===== config.mk =====
export PLATFORM = sky130hd
export DESIGN_NAME = aes_mm_master_flat
export DESIGN_NICKNAME = d
export VERILOG_FILES = /design/src/rtl/aes_mm_pkg.sv /design/src/rtl/aes_mm_master_if.sv /design/src/rtl/aes_mm_bus_if.sv /design/src/rtl/aes_mm_master.sv /design/src/flat_wrapper.sv
export SDC_FILE = /design/constraint.sdc
export NUM_CORES = 1
export LEC_CHECK = 0
export CORE_ASPECT_RATIO = 2
export CORE_MARGIN = 10
export CORE_UTILIZATION = 55
export CTS_CLUSTER_DIAMETER = 120
export DETAILED_ROUTE_END_ITERATION = 10
export GPL_ROUTABILITY_DRIVEN = 0
export PLACE_DENSITY = 0.85
export SKIP_LAST_GASP = 1
export SLEW_MARGIN = 20
export SYNTH_ARGS = -nofsm -noshare
export SYNTH_HDL_FRONTEND = slang
export SYNTH_SLANG_ARGS = --single-unit

===== constraint.sdc =====
create_clock -name iClk -period 2.87 [get_ports iClk]
set_input_delay 0.287 -clock iClk [delete_from_list [all_inputs] [get_ports iClk]]
set_output_delay 0.287 -clock iClk [all_outputs]
set_load 0.03 [all_outputs]

===== src/rtl/aes_mm_pkg.sv =====
// rtl/aes_mm_pkg.sv - shared constants, state type and helpers for the AES bus master
//
// Purpose: register map of the AES slave, master FSM states, block word select.
// Ports:   none (package).
package aes_mm_pkg;

  localparam logic [3:0] ADDR_DATA0     = 4'd0;
  localparam logic [3:0] ADDR_DATA1     = 4'd1;
  localparam logic [3:0] ADDR_DATA2     = 4'd2;
  localparam logic [3:0] ADDR_DATA3     = 4'd3;
  localparam logic [3:0] ADDR_LOAD_DATA = 4'd4;
  localparam logic [3:0] ADDR_LOAD_KEY  = 4'd5;
  localparam logic [3:0] ADDR_RES0      = 4'd6;
  localparam logic [3:0] ADDR_RES1      = 4'd7;
  localparam logic [3:0] ADDR_RES2      = 4'd8;
  localparam logic [3:0] ADDR_RES3      = 4'd9;
  localparam logic [3:0] ADDR_VALID     = 4'd10;
  localparam logic [3:0] ADDR_READY     = 4'd15;

  typedef enum logic [3:0] {
    ST_IDLE,
    ST_RDY_RD,
    ST_RDY_CHK,
    ST_WR,
    ST_LOAD,
    ST_GAP,
    ST_VAL_RD,
    ST_VAL_CHK,
    ST_RES_RD,
    ST_RES_CAP,
    ST_FIN
  } state_t;

  // Word 0 is the most significant 32 bits of the block.
  function automatic logic [31:0] block_word(input logic [127:0] blk, input logic [1:0] idx);
    logic [31:0] w;
    case (idx)
      2'd0:    w = blk[127:96];
      2'd1:    w = blk[95:64];
      2'd2:    w = blk[63:32];
      default: w = blk[31:0];
    endcase
    return w;
  endfunction

endpackage


===== src/rtl/aes_mm_master_if.sv =====
// rtl/aes_mm_master_if.sv - chip-select/strobe bus between the AES master and slave
//
// Purpose: groups the 32-bit register bus.
// Signals: oChipSelect_n, oWrite_n, oRead_n (active low), oAddress[3:0], oData[31:0]
//          driven by the master; iData[31:0] driven by the slave.
interface aes_mm_master_if;

  logic        oChipSelect_n;
  logic        oWrite_n;
  logic        oRead_n;
  logic [3:0]  oAddress;
  logic [31:0] oData;
  logic [31:0] iData;

  modport master (
    output oChipSelect_n, oWrite_n, oRead_n, oAddress, oData,
    input  iData
  );

  modport slave (
    input  oChipSelect_n, oWrite_n, oRead_n, oAddress, oData,
    output iData
  );

endinterface


===== src/rtl/aes_mm_bus_if.sv =====
// rtl/aes_mm_bus_if.sv - registered single-cycle register-bus access engine
//
// Purpose: turns a one-cycle req/we/addr/wdata request into a registered
//          one-cycle bus access (CS plus exactly one strobe low).
// Ports:   iClk, iReset_n (sync, active low); req, we, addr, wdata (request);
//          rdata_valid/rdata (read data, one cycle after the read strobe);
//          done (write strobe cycle or read data cycle); bus (master modport).
module aes_mm_bus_if (
  input  logic        iClk,
  input  logic        iReset_n,
  input  logic        req,
  input  logic        we,
  input  logic [3:0]  addr,
  input  logic [31:0] wdata,
  output logic        rdata_valid,
  output logic [31:0] rdata,
  output logic        done,
  aes_mm_master_if.master bus
);

  always_ff @(posedge iClk) begin
    if (!iReset_n) begin
      bus.oChipSelect_n <= 1'b1;
      bus.oWrite_n      <= 1'b1;
      bus.oRead_n       <= 1'b1;
      bus.oAddress      <= 4'd0;
      bus.oData         <= 32'd0;
      rdata_valid       <= 1'b0;
    end else begin
      bus.oChipSelect_n <= !req;
      bus.oWrite_n      <= !(req && we);
      bus.oRead_n       <= !(req && !we);
      if (req) begin
        bus.oAddress <= addr;
        bus.oData    <= we ? wdata : 32'd0;
      end
      // Slave returns data in the cycle after the strobe.
      rdata_valid <= !bus.oRead_n;
    end
  end

  assign rdata = bus.iData;
  assign done  = !bus.oWrite_n || rdata_valid;

endmodule


===== src/rtl/aes_mm_master.sv =====
// rtl/aes_mm_master.sv - AES register-bus master: key load / encrypt command sequencer
//
// Purpose: executes one 128-bit key-load or encrypt command as a sequence of
//          ready poll, four data writes, load strobe and (encrypt) valid poll
//          plus four result reads.
// Ports:   iClk, iReset_n (sync, active low); iStart, iIsKey, iBlock (command);
//          oBusy, oDone, oError, oResult (status/result); bus (master modport).
module aes_mm_master
  import aes_mm_pkg::*;
#(
  parameter int POLL_TIMEOUT = 1024,
  parameter int LOAD_GAP     = 2
) (
  input  logic         iClk,
  input  logic         iReset_n,
  input  logic         iStart,
  input  logic         iIsKey,
  input  logic [127:0] iBlock,
  output logic         oBusy,
  output logic         oDone,
  output logic         oError,
  output logic [127:0] oResult,
  aes_mm_master_if.master bus
);

  localparam int CW = $clog2(POLL_TIMEOUT + 1);

  state_t         state_q, state_d;
  logic [127:0]   blk_q;
  logic [127:0]   shadow_q;
  logic           key_q;
  logic           err_q;
  logic           pend_q;
  logic [CW-1:0]  poll_q;
  logic [1:0]     idx_q;
  logic [7:0]     gap_q;

  logic           req;
  logic           we;
  logic [3:0]     addr;
  logic [31:0]    wdata;
  logic           rdata_valid;
  logic [31:0]    rdata;
  logic           acc_done;
  logic           poll_last;

  assign poll_last = (poll_q == CW'(POLL_TIMEOUT - 1));
  assign oError    = err_q;

  aes_mm_bus_if u_bus (
    .iClk        (iClk),
    .iReset_n    (iReset_n),
    .req         (req),
    .we          (we),
    .addr        (addr),
    .wdata       (wdata),
    .rdata_valid (rdata_valid),
    .rdata       (rdata),
    .done        (acc_done),
    .bus         (bus)
  );

  always_ff @(posedge iClk) begin
    if (!iReset_n) state_q <= ST_IDLE;
    else           state_q <= state_d;
  end

  always_comb begin
    state_d = state_q;
    unique case (state_q)
      ST_IDLE:    if (iStart) state_d = ST_RDY_RD;
      ST_RDY_RD:  state_d = ST_RDY_CHK;
      ST_RDY_CHK: if (rdata_valid) begin
                    if (rdata[0])       state_d = ST_WR;
                    else if (poll_last) state_d = ST_FIN;
                    else                state_d = ST_RDY_RD;
                  end
      ST_WR:      if (acc_done && idx_q == 2'd3) state_d = ST_LOAD;
      ST_LOAD:    if (acc_done) state_d = key_q ? ST_FIN : ST_GAP;
      ST_GAP:     if (gap_q == 8'(LOAD_GAP - 1)) state_d = ST_VAL_RD;
      ST_VAL_RD:  state_d = ST_VAL_CHK;
      ST_VAL_CHK: if (rdata_valid) begin
                    if (rdata[0])       state_d = ST_RES_RD;
                    else if (poll_last) state_d = ST_FIN;
                    else                state_d = ST_VAL_RD;
                  end
      ST_RES_RD:  state_d = ST_RES_CAP;
      ST_RES_CAP: if (rdata_valid) state_d = (idx_q == 2'd3) ? ST_FIN : ST_RES_RD;
      ST_FIN:     state_d = ST_IDLE;
      default:    state_d = ST_IDLE;
    endcase
  end

  // Writes wait on pend_q so each write is followed by an idle bus cycle.
  always_comb begin
    req   = 1'b0;
    we    = 1'b0;
    addr  = ADDR_DATA0;
    wdata = 32'd0;
    oBusy = 1'b1;
    oDone = 1'b0;
    case (state_q)
      ST_IDLE:   oBusy = 1'b0;
      ST_RDY_RD: begin
        req  = 1'b1;
        addr = ADDR_READY;
      end
      ST_WR: begin
        req   = !pend_q;
        we    = 1'b1;
        addr  = {2'b00, idx_q};
        wdata = block_word(blk_q, idx_q);
      end
      ST_LOAD: begin
        req  = !pend_q;
        we   = 1'b1;
        addr = key_q ? ADDR_LOAD_KEY : ADDR_LOAD_DATA;
      end
      ST_VAL_RD: begin
        req  = 1'b1;
        addr = ADDR_VALID;
      end
      ST_RES_RD: begin
        req  = 1'b1;
        addr = ADDR_RES0 + {2'b00, idx_q};
      end
      ST_FIN: begin
        oBusy = 1'b0;
        oDone = 1'b1;
      end
      default: ;
    endcase
  end

  always_ff @(posedge iClk) begin
    if (!iReset_n) begin
      blk_q    <= '0;
      shadow_q <= '0;
      key_q    <= 1'b0;
      err_q    <= 1'b0;
      pend_q   <= 1'b0;
      poll_q   <= '0;
      idx_q    <= 2'd0;
      gap_q    <= 8'd0;
      oResult  <= '0;
    end else begin
      if (req)           pend_q <= 1'b1;
      else if (acc_done) pend_q <= 1'b0;

      case (state_q)
        ST_IDLE: if (iStart) begin
          blk_q  <= iBlock;
          key_q  <= iIsKey;
          err_q  <= 1'b0;
          poll_q <= '0;
        end
        ST_RDY_CHK, ST_VAL_CHK: if (rdata_valid) begin
          if (rdata[0]) begin
            idx_q <= 2'd0;
          end else begin
            poll_q <= poll_q + 1'b1;
            if (poll_last) err_q <= 1'b1;
          end
        end
        ST_WR: if (acc_done) idx_q <= idx_q + 2'd1;
        ST_LOAD: if (acc_done) begin
          poll_q <= '0;
          gap_q  <= 8'd0;
        end
        ST_GAP: gap_q <= gap_q + 8'd1;
        ST_RES_CAP: if (rdata_valid) begin
          case (idx_q)
            2'd0:    shadow_q[127:96] <= rdata;
            2'd1:    shadow_q[95:64]  <= rdata;
            2'd2:    shadow_q[63:32]  <= rdata;
            default: shadow_q[31:0]   <= rdata;
          endcase
          idx_q <= idx_q + 2'd1;
          // Last word goes straight in so oResult updates on entry to FIN.
          if (idx_q == 2'd3) oResult <= {shadow_q[127:32], rdata};
        end
        default: ;
      endcase
    end
  end

endmodule


===== src/flat_wrapper.sv =====
// flat-port wrapper written by rule: the top's interface ports become plain ports
module aes_mm_master_flat import aes_mm_pkg::*;
#(
  parameter int POLL_TIMEOUT = 1024,
  parameter int LOAD_GAP     = 2
)
  (iClk, iReset_n, iStart, iIsKey, iBlock, oBusy, oDone, oError, oResult, bus_oChipSelect_n, bus_oWrite_n, bus_oRead_n, bus_oAddress, bus_oData, bus_iData);
  aes_mm_master_if bus_i ();
  input  logic iClk;
  input  logic iReset_n;
  input  logic iStart;
  input  logic iIsKey;
  input  logic [127:0] iBlock;
  output logic oBusy;
  output logic oDone;
  output logic oError;
  output logic [127:0] oResult;
  output wire logic [$bits(bus_i.oChipSelect_n)-1:0] bus_oChipSelect_n;
  output wire logic [$bits(bus_i.oWrite_n)-1:0] bus_oWrite_n;
  output wire logic [$bits(bus_i.oRead_n)-1:0] bus_oRead_n;
  output wire logic [$bits(bus_i.oAddress)-1:0] bus_oAddress;
  output wire logic [$bits(bus_i.oData)-1:0] bus_oData;
  input wire logic [$bits(bus_i.iData)-1:0] bus_iData;
  assign bus_oChipSelect_n = bus_i.oChipSelect_n;
  assign bus_oWrite_n = bus_i.oWrite_n;
  assign bus_oRead_n = bus_i.oRead_n;
  assign bus_oAddress = bus_i.oAddress;
  assign bus_oData = bus_i.oData;
  assign bus_i.iData = bus_iData;
  aes_mm_master #(.POLL_TIMEOUT(POLL_TIMEOUT), .LOAD_GAP(LOAD_GAP)) u_core (.iClk(iClk), .iReset_n(iReset_n), .iStart(iStart), .iIsKey(iIsKey), .iBlock(iBlock), .oBusy(oBusy), .oDone(oDone), .oError(oError), .oResult(oResult), .bus(bus_i));
endmodule

## Yosys cells after proc, flatten, opt, wreduce, memory -nomap -nowiden

Index checks and enable logic that the tools add are counted.
Widths: inputs -> output; s select.

- Muxes and demuxes: 42
- Equal/unequal tests: 27
- Reductions and logical operators: 32
- $add $sub $neg: 4

Operator list:

| cell | count |
|---|---|
| $pmux 32 s3 | 1 |
| $mux 32 | 2 |
| $mux 4 | 12 |
| $mux 11 | 4 |
| $pmux 4 s10 | 1 |
| $pmux 11 s3 | 1 |
| $pmux 4 s5 | 1 |
| $eq 4x3->1 const B | 4 |
| $pmux 8 s2 | 1 |
| $reduce_and 5->1 | 3 |
| $ne 2x2->1 const B | 7 |
| $eq 4x4->1 const B | 3 |
| $reduce_and 3->1 | 4 |
| $add 11x1->11 const B | 1 |
| $eq 11x10->1 const B | 1 |
| $mux 1 | 10 |
| $mux 2 | 5 |
| $ne 2x1->1 const B | 5 |
| $add 8x1->8 const B | 1 |
| $eq 4x2->1 const B | 2 |
| $eq 8x1->1 const B | 1 |
| $mux 8 | 1 |
| $logic_not 1->1 | 7 |
| $reduce_and 7->1 | 1 |
| 16 further kinds | 26 |

- Word-level logic and storage cells: 123
- Input port bits: 164
- Output and inout port bits: 170
- Bits in registers: 420

## Longest topological paths before layout

- Word-level depth: 6
- Depth in mapped cells: 9
- Gate-level depth less buffers: 6

## By module

From an unflattened synthesis, not the netlist that was laid out.

- Cell total of the unflattened synthesis: 2137
- Area, all modules: 17336.6 µm²

By module, submodules not included:

| module | cells each | sequential area each (µm²) | instances | area an instance (µm²) |
|---|---|---|---|---|
| aes_mm_master | 1940 | 7607.3 | 1 | 15581.2 |
| aes_mm_bus_if | 197 | 800.8 | 1 | 1755.4 |

## Worst setup path before layout

OpenSTA, ideal clock, no wires.

- Path kind: reg2out
- Start point: reg u_core.state_q[1]
- End point: out oDone
- Buffers on the path: 3
- Setup slack: 807 ps
- Data required time: 2583 ps
- Arrival: 1776 ps
- Stages on the path, launching flop included: 6
- Cells stage by stage: dfxtp_1 -> buf_6 -> buf_2 -> buf_2 -> nor2b_1 -> nor3b_1

- Longest elaborated chain between the ends: 2

Ends and longest elaborated chain:

| what | line | RTL |
|---|---|---|
| start: declaration | aes_mm_master.sv:28 | `state_t state_q, state_d;` |
| start signal: assignment | aes_mm_master.sv:65 | `else state_q <= state_d;` |
| $eq 4x4->1 | aes_mm_master.sv:102 | `case (state_q)` |
| $mux 1 | aes_mm_master.sv:102 |  |
| end: declaration | flat_wrapper.sv:15 | `output logic oDone;` |

Every way passes these cells.

## Final worst setup path

- Start point: reg u_core.state_q[3]
- End point: out oBusy

- Longest elaborated chain between the ends: 3
- Elaborated cells between the ends (all ways): 4
- Those cells by class: eq/ne: 1; mux: 1; reduce/logical: 2

Ends and longest elaborated chain:

| what | line | RTL |
|---|---|---|
| $eq 4x4->1 or $logic_not 4->1 (tied branches) | aes_mm_master.sv:102 |  |
| $reduce_or 2->1 (no source line) * | n/a |  |
| $mux 1 * | aes_mm_master.sv:102 |  |
| end: declaration | flat_wrapper.sv:14 | `output logic oBusy;` |

Mark *: on every way between the ends. The rest lies on a longest branch, timed or not.

==> qor.csv <==
metric,value,unit
Die Outline Area,0.0367,sq mm
logic depth of the worst setup path including buffers,3,
proportion of register bits with asynchronous set or reset after synthesis,0,%
io pins,334,
largest net degree at the start of global routing,88,
placement-stage cell area,0.0195,sq mm
clk_skew,0.0224,ns
HPWL Detailed,34600,microns
TritonCTS buffer count,36,
Yosys top cell area share,52.7,%
time the worst path needs with I/O delays and setup,2.78,ns
most used cells in the layout excluding fill and tap cells,"763 x sky130_fd_sc_hd__nand2_1, 419 x sky130_fd_sc_hd__dfxtp_1, 370 x sky130_fd_sc_hd__a21oi_1",
"Net count, final",2431,
net count after synthesis,2175,
first-pass GRT wire length,76500,microns
count of buffering cells on the critical path with inverters included,1,
final max-slew violation count,0,
starting density of the core,55.6,%
area inside the core boundary,0.0287,sq mm
leading cell types by total area after synthesis,"sky130_fd_sc_hd__dfxtp_1 53%, sky130_fd_sc_hd__nand2_1 18%, sky130_fd_sc_hd__a21oi_1 12%",
kind of cell adding the most delay to the critical path,simple AND/OR/NAND/NOR gates,
worst slack at placement,0.465,ns
number of synthesized flops with an enable pin,0,
unrepaired setup endpoints after global routing,false,
number of search-and-repair iterations in the first detailed-routing pass,7,
FF-to-FF Start,u_core.state_q[1],
number of cells traversed by the worst register-to-register path,6,
final setup violating endpoints,0,
largest buffer count on any clock path,3,
Critical R2R Capture,u_core.poll_q[8],
CTS tree,done,
register area share after synthesis,52.7,%
DR WL/cell,18.4,microns
CP Launch Type,flop,
row count,88,
Total Neg Setup Slack,0,ns
routed vias,15034,
GRT Residual Overflow,0,
drt drc,0,
achievable frequency,359,MHz
Worst Setup SP,u_core.state_q[3],
# clock sinks,420,
"most common cell after layout, fill and taps aside",sky130_fd_sc_hd__nand2_1,
count of filler cells inserted in the layout,2120,
Main synth FF type,sky130_fd_sc_hd__dfxtp_1,
number of warnings issued by yosys,0,
highest fanout seen on the critical path,11,
post-synthesis cell type with the largest combined area,sky130_fd_sc_hd__dfxtp_1,
kind of end point of the critical path,output port,
final worst setup slack,0.0858,ns
fraction of final layout cells with drive strength greater than 1,5.47,%
chip height,261,microns
clock transition at the registers of the reported paths,0.07,ns
post-route non-filler standard cell count,2646,
drt via density,5.68,
count of H-tree levels built during CTS,2,
total global routing track utilization,25.2,%
clock network latency to the later pin of the worst-skew pair,0.53,ns
Post-Route WL,48700,microns
number of global-route vias before repair,14752,
required time reported for the critical path endpoint,2.58,ns
delay of the slowest cell on the worst path,0.60,ns
Pwr per Cell Area,666,mW/mm^2
hold_buf cts,0,
area of all placed cells without fillers,0.0207,sq mm
Iter 0 DRT Violations,1221,
slew of the pin with the lowest slew margin,0.711,ns
number of instances in the placed design,2581,
Clk Tree Root Cell,sky130_fd_sc_hd__clkbuf_16,
Worst setup endpoint,oBusy,
critical path type,reg2out,
headroom to the max-slew limit,52.6,%
critical path arrival,2.50,ns
outcome,"complete, no violations",
synthesized area per cell,7.97,sq um
final number of hold-violating endpoints,0,
Port Buffers,333,
initial antenna violation count,1,
Hold Startpoint,iBlock[49],
crit share post-route,97.0,%
Slowest cell on crit path,sky130_fd_sc_hd__clkdlybuf4s50_1,
number of maximum-capacitance constraint violations,0,
leakage power summed over all cells,7.03,nW
post-synthesis cell type count,69,
flip-flop and latch count after synthesis,420,
Post-Synthesis Cell Area,0.0160,sq mm
r2r setup slk,0.48,ns
peak supply drop,0.734,mV
chip width,140,microns
number of standard cells after synthesis,2003,
Area Growth Syn to Fin,29.5,%
post-detailed-route count of antenna-violating nets,0,
sequence of cells on the critical path,and2b_1 -> or3_1 -> clkdlybuf4s50_1,
worst min-delay path category,in2reg,
==> tightest hold or removal path, stage by stage <==
cell and delay (ns):
sky130_fd_sc_hd__clkdlybuf4s50_1 0.39, sky130_fd_sc_hd__nand2_1 0.05, sky130_fd_sc_hd__a21oi_1 0.05
==> registers in the layout (all words and copies together), names as in the netlist <==
name,cells
u_core.poll_q,11
u_core.u_bus.bus.oRead_n,1
u_core.oError,1
u_core.oResult,128
u_core.shadow_q,96
u_core.state_q,4
u_core.idx_q,2
u_core.u_bus.rdata_valid,1
u_core.u_bus.bus.oData,32
u_core.u_bus.bus.oChipSelect_n,1
u_core.gap_q,8
u_core.pend_q,1
u_core.u_bus.bus.oAddress,4
u_core.key_q,1
u_core.u_bus.bus.oWrite_n,1
u_core.blk_q,128
==> repair_timing <==
item | CTS | global route
buffers inserted | 0 | 0
gates resized for setup | 0 | 1
endpoints found under the setup margin | 0 | 1
==> routing by layer <==
| metal | routed length, microns | part of all wire (%) | GRT usage [%] | vias up |
|---|---|---|---|---|
| met3 | 2850 | 5.9 | 4.53 | 151 |
| li1 | - | - | - | 7207 |
| met4 | 3010 | 6.2 | 16.0 | 0 |
| met1 | 17000 | 35 | 25.4 | 7045 |
| met5 | 0 | 0 | 0 | - |
| met2 | 25900 | 53 | 46.3 | 631 |
==> Yosys cell counts (3+ instances only) <==
cell type                     n
sky130_fd_sc_hd__o211ai_1     5
sky130_fd_sc_hd__or3_1        3
sky130_fd_sc_hd__a22o_1      32
sky130_fd_sc_hd__nor2b_1      5
sky130_fd_sc_hd__inv_1        7
sky130_fd_sc_hd__a311oi_1     3
sky130_fd_sc_hd__o21ai_0     46
sky130_fd_sc_hd__clkbuf_1    82
sky130_fd_sc_hd__dfxtp_1    420
sky130_fd_sc_hd__o21a_1       5
sky130_fd_sc_hd__ha_1         8
sky130_fd_sc_hd__buf_1        8
sky130_fd_sc_hd__buf_2       62
sky130_fd_sc_hd__o22ai_1      3
sky130_fd_sc_hd__and2_1       5
sky130_fd_sc_hd__nand2b_1     7
sky130_fd_sc_hd__nor2_1      32
sky130_fd_sc_hd__a222oi_1    32
sky130_fd_sc_hd__buf_4        4
sky130_fd_sc_hd__xor2_1       7
sky130_fd_sc_hd__nand2_1    764
sky130_fd_sc_hd__nand3_1      8
sky130_fd_sc_hd__mux2i_1      5
sky130_fd_sc_hd__nor3_1       6
sky130_fd_sc_hd__a31oi_1      8
sky130_fd_sc_hd__a21oi_1    370
sky130_fd_sc_hd__buf_6        7
sky130_fd_sc_hd__nand3b_1     3
sky130_fd_sc_hd__a211oi_1     3
sky130_fd_sc_hd__and3_1       5
sky130_fd_sc_hd__o2111ai_1    3
==> cell type report <==
class                           instances  area (sq um)  area share [%]
Inverter                                8          37.5           0.182
Antenna cell                            1          2.50          0.0121
Clock buffer                           51          1020            4.93
Clock inverter                         13           118           0.569
Timing Repair Buffer                  381          3830            18.5
Multi-Input combinational cell       1412          6810            32.9
Tap cell                              360           450            2.18
Sequential cell                       420          8410            40.7
==> where the power goes <==
group / switching (mW) / internal, mW / total, mW
Clock: 2.16 / 2.60 / 4.75
Sequential: 0.301 / 6.22 / 6.52
Combinational: 1.52 / 0.980 / 2.50
Total: 3.98 / 9.79 / 13.8
==> worst min-delay path by stage <==
stage               cells after the start                  endpoint
floorplan                               2           u_core.blk_q[0]
global placement                        1  u_core.u_bus.rdata_valid
detailed placement                      1  u_core.u_bus.rdata_valid
CTS                                     3          u_core.blk_q[49]
global route                            3          u_core.blk_q[80]
finish                                  3          u_core.blk_q[49]
==> stage by stage <==
| stage | hold WS, ns | power (mW) | utilization [%] |
|---|---|---|---|
| 3_5_place_dp | 0.408 | 9.10 | 68.0 |
| 3_3_place_gp | 0.410 | 9.00 | 68.0 |
| 2_1_floorplan | 0.423 | 8.25 | - |
| 4_1_cts | 0.284 | 13.8 | 71.9 |
| 5_1_grt | 0.300 | 14.3 | 72.0 |
| 6_report | 0.303 | 13.8 | 72.0 |
==> kinds of logic (layout without fill, tap and decap cells) <==
logic type / count (synthesis) / count (layout) / synth area share, %
AO/OA/AOI/OAI: 527 / 527 / 19.3
XOR/XNOR: 8 / 8 / 0.486
other: 0 / 1 / 0
adder cells (fa/ha/maj): 8 / 8 / 0.627
multiplexers: 7 / 7 / 0.455
flip-flops: 420 / 420 / 52.7
AND/OR/NAND/NOR: 862 / 862 / 21.6
buffers and inverters: 171 / 453 / 4.93
(Power assumes the default switching activity.)
